**src/rtl/sony_sync_pkg.sv**
```systemverilog
`default_nettype none
// ============================================================================
// Module      : sony_sync_pkg
// Description : Shared code words, FSM state type and pixel clamp helpers for
//               the Sony block-camera sync encoder.
// Revision    : 1.0 - initial release
// ============================================================================
package sony_sync_pkg;

    localparam logic [15:0] CODE_FF    = 16'hFFFF;
    localparam logic [15:0] CODE_00    = 16'h0000;
    localparam logic [15:0] SAV_ACT    = 16'h8080;
    localparam logic [15:0] EAV_ACT    = 16'h9D9D;
    localparam logic [15:0] SAV_VBL    = 16'hABAB;
    localparam logic [15:0] EAV_VBL    = 16'hB6B6;
    localparam logic [15:0] BLANK_WORD = 16'h8010;

    typedef enum logic [2:0] {
        IDLE   = 3'd0,
        SAV    = 3'd1,
        ACTIVE = 3'd2,
        EAV    = 3'd3,
        HBLANK = 3'd4
    } state_t;

    // Keep the reserved values 00/FF out of active data so that a receiver
    // can never mistake pixels for the start of a preamble.
    function automatic logic [7:0] clamp_byte(input logic [7:0] b);
        logic [7:0] r;
        r = b;
        if (b == 8'h00) r = 8'h01;
        if (b == 8'hFF) r = 8'hFE;
        return r;
    endfunction

    function automatic logic [15:0] clamp_word(input logic [15:0] w);
        return {clamp_byte(w[15:8]), clamp_byte(w[7:0])};
    endfunction

endpackage
`default_nettype wire

```
**src/rtl/sony_sync_raster_counter.sv**
```systemverilog
`default_nettype none
// ============================================================================
// Module      : sony_sync_raster_counter
// Description : Word-within-segment and line-within-frame counters with the
//               active-line and last-line flags used by the encoder FSM.
// Revision    : 1.0 - initial release
// ============================================================================
module sony_sync_raster_counter #(
    parameter int V_ACTIVE = 1080,
    parameter int V_BLANK  = 45
) (
    input  logic        clock_in,
    input  logic        reset,
    input  logic        word_clear,
    input  logic        line_clear,
    input  logic        line_advance,
    output logic [11:0] word_cnt,
    output logic [10:0] line_cnt,
    output logic        is_active_line,
    output logic        is_last_line
);

    localparam logic [10:0] c_LINE_LAST  = 11'(V_ACTIVE + V_BLANK - 1);
    localparam logic [10:0] c_ACT_LINES  = 11'(V_ACTIVE);

    logic [11:0] r_word_cnt;
    logic [10:0] r_line_cnt;

    // Word counter restarts at every segment boundary, otherwise free-runs.
    always_ff @(posedge clock_in) begin
        if (reset || word_clear) begin
            r_word_cnt <= 12'd0;
        end else begin
            r_word_cnt <= r_word_cnt + 12'd1;
        end
    end

    // Line counter steps at the end of each line and wraps after the last one.
    always_ff @(posedge clock_in) begin
        if (reset || line_clear) begin
            r_line_cnt <= 11'd0;
        end else if (line_advance) begin
            r_line_cnt <= (r_line_cnt == c_LINE_LAST) ? 11'd0 : r_line_cnt + 11'd1;
        end
    end

    assign word_cnt       = r_word_cnt;
    assign line_cnt       = r_line_cnt;
    assign is_active_line = (r_line_cnt < c_ACT_LINES);
    assign is_last_line   = (r_line_cnt == c_LINE_LAST);

endmodule
`default_nettype wire

```
**src/rtl/sony_block_sync_encoder.sv**
```systemverilog
`default_nettype none
// ============================================================================
// Module      : sony_block_sync_encoder
// Description : Generates the 16-bit Sony block-camera stream with embedded
//               SAV/EAV sync codes, pulling YUV422 words from upstream.
// Revision    : 1.0 - initial release
// ============================================================================
module sony_block_sync_encoder
    import sony_sync_pkg::*;
#(
    parameter int H_ACTIVE = 1920,
    parameter int H_BLANK  = 272,
    parameter int V_ACTIVE = 1080,
    parameter int V_BLANK  = 45
) (
    input  logic        clock_in,
    input  logic        reset,
    input  logic        enable,
    input  logic [15:0] pix_data,
    input  logic        pix_valid,
    output logic        pix_ready,
    output logic [15:0] data_out,
    output logic        frame_start,
    output logic        line_start,
    output logic        busy,
    output logic        underflow
);

    localparam logic [11:0] c_ACT_LAST = 12'(H_ACTIVE - 1);
    localparam logic [11:0] c_BLK_LAST = 12'(H_BLANK - 1);
    localparam logic [11:0] c_CODE_END = 12'd3;

    state_t      r_state;
    state_t      w_state_next;
    logic        w_word_clear;
    logic        w_line_clear;
    logic        w_line_advance;
    logic [11:0] w_word_cnt;
    logic [10:0] w_line_cnt;
    logic        w_is_active_line;
    logic        w_is_last_line;
    logic [15:0] w_data_next;
    logic        w_line_start_next;
    logic        w_frame_start_next;
    logic        w_underflow_set;

    logic [15:0] r_data_out;
    logic        r_frame_start;
    logic        r_line_start;
    logic        r_busy;
    logic        r_underflow;

    sony_sync_raster_counter #(
        .V_ACTIVE (V_ACTIVE),
        .V_BLANK  (V_BLANK)
    ) u_raster (
        .clock_in       (clock_in),
        .reset          (reset),
        .word_clear     (w_word_clear),
        .line_clear     (w_line_clear),
        .line_advance   (w_line_advance),
        .word_cnt       (w_word_cnt),
        .line_cnt       (w_line_cnt),
        .is_active_line (w_is_active_line),
        .is_last_line   (w_is_last_line)
    );

    // State register.
    always_ff @(posedge clock_in) begin
        if (reset) begin
            r_state <= IDLE;
        end else begin
            r_state <= w_state_next;
        end
    end

    // Segment sequencing; enable only matters when a frame is about to start.
    always_comb begin
        w_state_next   = r_state;
        w_word_clear   = 1'b0;
        w_line_clear   = 1'b0;
        w_line_advance = 1'b0;
        case (r_state)
            IDLE: begin
                w_word_clear = 1'b1;
                if (enable) begin
                    w_state_next = SAV;
                    w_line_clear = 1'b1;
                end
            end
            SAV: begin
                if (w_word_cnt == c_CODE_END) begin
                    w_state_next = ACTIVE;
                    w_word_clear = 1'b1;
                end
            end
            ACTIVE: begin
                if (w_word_cnt == c_ACT_LAST) begin
                    w_state_next = EAV;
                    w_word_clear = 1'b1;
                end
            end
            EAV: begin
                if (w_word_cnt == c_CODE_END) begin
                    w_state_next = HBLANK;
                    w_word_clear = 1'b1;
                end
            end
            HBLANK: begin
                if (w_word_cnt == c_BLK_LAST) begin
                    w_word_clear   = 1'b1;
                    w_line_advance = 1'b1;
                    w_state_next   = (w_is_last_line && !enable) ? IDLE : SAV;
                end
            end
            default: begin
                w_state_next = IDLE;
                w_word_clear = 1'b1;
            end
        endcase
    end

    assign pix_ready = (r_state == ACTIVE) && w_is_active_line;

    // Output word selection for the slot the FSM currently occupies.
    always_comb begin
        w_data_next        = BLANK_WORD;
        w_line_start_next  = 1'b0;
        w_frame_start_next = 1'b0;
        w_underflow_set    = 1'b0;
        case (r_state)
            SAV, EAV: begin
                case (w_word_cnt[1:0])
                    2'd0:    w_data_next = CODE_FF;
                    2'd3: begin
                        if (r_state == SAV) w_data_next = w_is_active_line ? SAV_ACT : SAV_VBL;
                        else                w_data_next = w_is_active_line ? EAV_ACT : EAV_VBL;
                    end
                    default: w_data_next = CODE_00;
                endcase
                if (r_state == SAV && w_word_cnt == 12'd0) begin
                    w_line_start_next  = 1'b1;
                    w_frame_start_next = (w_line_cnt == 11'd0);
                end
            end
            ACTIVE: begin
                if (w_is_active_line) begin
                    if (pix_valid) w_data_next = clamp_word(pix_data);
                    else           w_underflow_set = 1'b1;
                end
            end
            default: w_data_next = BLANK_WORD;
        endcase
    end

    // Registered stream outputs; markers travel with the word they tag.
    always_ff @(posedge clock_in) begin
        if (reset) begin
            r_data_out    <= BLANK_WORD;
            r_frame_start <= 1'b0;
            r_line_start  <= 1'b0;
            r_busy        <= 1'b0;
            r_underflow   <= 1'b0;
        end else begin
            r_data_out    <= w_data_next;
            r_frame_start <= w_frame_start_next;
            r_line_start  <= w_line_start_next;
            r_busy        <= (r_state != IDLE);
            r_underflow   <= r_underflow | w_underflow_set;
        end
    end

    assign data_out    = r_data_out;
    assign frame_start = r_frame_start;
    assign line_start  = r_line_start;
    assign busy        = r_busy;
    assign underflow   = r_underflow;

endmodule
`default_nettype wire

```
**config.mk**
```make
export PLATFORM = sky130hd
export DESIGN_NAME = sony_block_sync_encoder
export DESIGN_NICKNAME = d
export VERILOG_FILES = /design/src/rtl/sony_sync_pkg.sv /design/src/rtl/sony_sync_raster_counter.sv /design/src/rtl/sony_block_sync_encoder.sv
export SDC_FILE = /design/constraint.sdc
export NUM_CORES = 1
export LEC_CHECK = 0
export ABC_AREA = 1
export BUFFER_PORTS_ARGS = -buffer_cell sky130_fd_sc_hd__buf_2
export CORE_UTILIZATION = 56
export DETAILED_ROUTE_END_ITERATION = 10
export PLACE_DENSITY = 0.79
export RECOVER_POWER = 100
export SETUP_SLACK_MARGIN = 0.4
export SYNTH_ARGS = -nofsm -noshare
export SYNTH_HDL_FRONTEND = slang
export SYNTH_SLANG_ARGS = --single-unit
```
**constraint.sdc**
```tcl
create_clock -name clock_in -period 2 [get_ports clock_in]
set_input_delay 0.2 -clock clock_in [delete_from_list [all_inputs] [get_ports clock_in]]
set_output_delay 0.2 -clock clock_in [all_outputs]
set_load 0.01 [all_outputs]
```
==> results.txt <==
The overall fraction of global-route tracks in use was 0.241; the maximum vdd ir drop was 684 µV. Fill cells in the final layout number 374. The run gives 0 as the max-cap violation count.

In this run the mean area of a mapped cell was 6.82 µm². TritonCTS created 5 clock buffers. The flop and latch count out of synthesis came out at 46. At the end of routability-driven placement, the weighted congestion stood at 0.891. The logs give 1,950 for the via count of the first global-routing pass and 23 for the number of placement rows. Die outline height: 67.9 µm. Once the clock tree was built, the setup fixing pass inserted 0 buffers. By count the netlist is led by sky130_fd_sc_hd__nand2_1, sky130_fd_sc_hd__nor2_1, sky130_fd_sc_hd__dfxtp_1, sky130_fd_sc_hd__inv_1, sky130_fd_sc_hd__a21oi_1. For the detailed placer's ending HPWL, the log shows 4040 µm. Clock tree synthesis found a total of 46 sinks.

Summing over every cut layer, the via total after detailed routing is 2,321. The proportion of synthesized flip-flops having asynchronous set or reset is 0, and the summed instance area of the synthesized netlist is 2430 µm². Class of the tightest hold or removal check: in2reg. In the routed layout, each cell is associated on average with a via count of 5.16. The flow ran to the end, and the final reports show no timing, DRC or antenna violations. The tools report the initial standard-cell utilization of the core as 0.596. The internal power of the cells totals 1500 µW. During synthesis, Yosys emitted a total of 0 warnings. The final worst-path cycle share was 0.850; the ratio of total power to cell area was 862 nW/µm².

The length of the first detailed-routing pass in iterations was 4. In this run, synthesis inferred 0 flip-flops with an integrated enable. In this run the tool buffered the top-level ports with 40 buffer cells. The final layout contains routed wiring with a total length of 5370 µm.

After the first detailed-routing iteration, the DRC count stood at 207. The dominant combinational cell family by area after synthesis was simple AND/OR/NAND/NOR gates. The arrival time at the worst endpoint was 1.50 ns.

The clock passes through at most 2 buffers. The number of buffers and inverters on the critical path is 2. The fraction of layout cells with a size suffix above 1 came out at 0.133.

Die span in x: 67.9 µm. The fraction of the mapped netlist area in adder cells came out at 0.0206. The synthesized-area fraction occupied by ao, oa, aoi and oai cells is 0.0843, and the overall overflow remaining after global route is 0.

The number of antenna violations at the first check in global routing is 0. For this design the static power due to leakage is 0.00113 µW. After detailed routing, the average wire length per cell comes to 11.9 µm.

The core region is 4090 µm². For the number of hold violations in the final report, the log shows 0. The transition time at the pin with the least slew margin was 0.447 ns.

The full die area is 4620 µm². The final total negative setup slack was 0 ns. TritonCTS built the clock tree. Synthesis handed over a netlist of 357 instances.

The largest individual stage delay along the critical path comes from the cell sky130_fd_sc_hd__dfxtp_1. The biggest area contributor in the post-synthesis netlist is sky130_fd_sc_hd__dfxtp_1. When the netlist entered floorplanning its net count stood at 381. The part of the power in combinational logic came out at 0.314. The cell family contributing the most delay on the critical path is simple AND/OR/NAND/NOR gates.

The area share of the leading cell type in the synthesized netlist works out to 0.378. For this run, the post-layout net count is 424. After synthesis, the cell types taking the most area are sky130_fd_sc_hd__dfxtp_1, sky130_fd_sc_hd__nand2_1, sky130_fd_sc_hd__nor2_1, sky130_fd_sc_hd__inv_1, sky130_fd_sc_hd__a21oi_1.

The xor/xnor cell area share of the yosys netlist works out to 0.0324. Subtracting the final worst setup slack from the clock period gives 1.70 ns. The share of total power consumed by net switching is 0.365. STA classifies the critical path startpoint as a register.

On the final layout, the worst clock skew is 0.00689 ns. Setup repair after global routing could not meet its margin everywhere. Setup violations remaining at the end of the flow were counted as 0. The post-detailed-route DRC marker count was 0.

Hold is met by 0.164 ns. The portion of netlist area occupied by mux cells is 0, and the diode insertion count for antenna repair is 0. The predominant post-synthesis flop cell was sky130_fd_sc_hd__dfxtp_1.

The sort of element at the end of the critical path is a primary output. For the area of the multi-input gates, the log shows 1310 µm². The I/O pin total was 41; the clock transition time at the flip-flop clock pins of the worst setup and hold paths was 0.08 ns.

The critical path is of the reg2out type. The logs give 0.30 ns for the source-to-sink clock delay at the later pin of the worst-skew pair and 15 for the largest net degree at the start of global routing. Registers take 925 µm². The logs give 0.464 for the register share of total power and 0 for the remaining antenna violation count after routing. The delay of the slowest cell on the worst path came out at 0.36 ns. The basic-gate share of the synthesized area counting and, or, nand and nor cells was 0.391. Remaining max-slew budget at the tightest pin: 0.701. The synthesis-to-finish area growth is 12.6%, and the number of levels in the clock H-tree is 2. The data required time of the critical path is 1.80 ns. The first global-routing pass estimated 8470 µm of wire. Traced cell by cell, the critical path runs through nor2_4 > nand3_1 > nand2_1 > nand2_4 > inv_1 > clkbuf_1. The tools report the count of unique library cells instantiated by Yosys as 30. The cell at the root of the clock tree was sky130_fd_sc_hd__clkbuf_8. By instance count, the leading cell after synthesis is sky130_fd_sc_hd__nand2_1.

In this run the worst path has a maximum fanout of 5. Share of synthesized area occupied by flip-flops and latches: 0.378. The tools report the net load switching power as 864 µW.

The clock network power share came out at 0.222. The run gives 0 as the number of slew-limit violations in the final report. Static timing analysis puts the maximum clock frequency at 588 MHz.
[worst paths after layout]
kind / start / end / slack, ns / cells past startpoint
min: pix_data[1] / data_out[1]$_SDFF_PP0_ / 0.16 / 3
max: u_raster.line_cnt[8]$_SDFFE_PP0P_ / pix_ready / 0.30 / 6
max reg2reg: r_state[1]$_SDFFE_PP0P_ / u_raster.word_cnt[5]$_SDFF_PP0_ / 0.30 / 7
min reg2reg: underflow$_SDFF_PP0_ / underflow$_SDFF_PP0_ / 0.49 / 1
[cells by family after synthesis]
| group | after synthesis |
|---|---|
| xor+xnor | 9 |
| compound gates | 39 |
| flops | 46 |
| buf+inv | 54 |
| simple gates | 205 |
| fa+ha+maj | 4 |
[through the flow]
step / instance area [µm²] / total power, µW / cells / utilization / setup WS, ns
after floorplan: 2430 / 1650 / 357 / - / 0.546
after global placement: 2660 / 1850 / 442 / 0.650 / 0.393
after detailed placement: 2660 / 1860 / 442 / 0.650 / 0.298
after CTS: 2780 / 2400 / 449 / 0.679 / 0.426
after global routing: 2740 / 2540 / 450 / 0.671 / 0.181
final: 2740 / 2360 / 450 / 0.671 / 0.300
[power by group through the flow]
stage | registers, µW | clock network [µW] | logic (µW)
after global placement | 1110 | 0 | 739
after detailed placement | 1110 | 0 | 747
after floorplan | 1160 | 0 | 486
final | 1100 | 525 | 742
after CTS | 1100 | 543 | 759
after global routing | 1120 | 583 | 838
[metal layers]
layer,vias up,GRT usage,part of all wire
met5,-,0,0
met4,0,0.0651,0.0088
met3,6,0.0583,0.052
met2,48,0.363,0.44
met1,1044,0.339,0.50
li1,1223,-,-
[registers in the layout, indices dropped and copies added (netlist names)]
| name | count |
|---|---|
| frame_start | 1 |
| line_start | 1 |
| data_out | 16 |
| u_raster.line_cnt | 11 |
| r_state | 3 |
| u_raster.word_cnt | 12 |
| underflow | 1 |
| busy | 1 |
[worst reg2reg max path, delay by kind of cell, from the launching register on]
kind	cells	cell delay [ns]
flops	1	0.36
compound gates	1	0.23
simple gates	5	0.96
buf+inv	1	0.09
[cell type report]
| cell class | instances | area share |
|---|---|---|
| clock inverters | 2 | 0.00365 |
| inverters | 48 | 0.0666 |
| multi-input cells | 258 | 0.479 |
| clock buffers | 5 | 0.0251 |
| well taps | 50 | 0.0228 |
| flip-flops and latches | 46 | 0.337 |
| repair buffers | 41 | 0.0661 |
[placed cells by master, fill, tap and decap left out, types with 9 or more instances in the layout]
cell type,n
sky130_fd_sc_hd__dfxtp_1,43
sky130_fd_sc_hd__nand3_1,23
sky130_fd_sc_hd__nand4_1,14
sky130_fd_sc_hd__buf_2,19
sky130_fd_sc_hd__nand2_1,83
sky130_fd_sc_hd__nor3_1,9
sky130_fd_sc_hd__inv_1,46
sky130_fd_sc_hd__a21oi_1,27
sky130_fd_sc_hd__clkbuf_1,21
sky130_fd_sc_hd__nor2_1,57
[timing repair]
item | 4_1_cts | 5_1_grt
resized for setup | 8 | 8
cloned | 0 | 1
pin swaps | 1 | 2
hold buffers | 0 | 0
setup endpoints to repair | 25 | 28
Note: power is estimated with default switching activity, not from simulation.
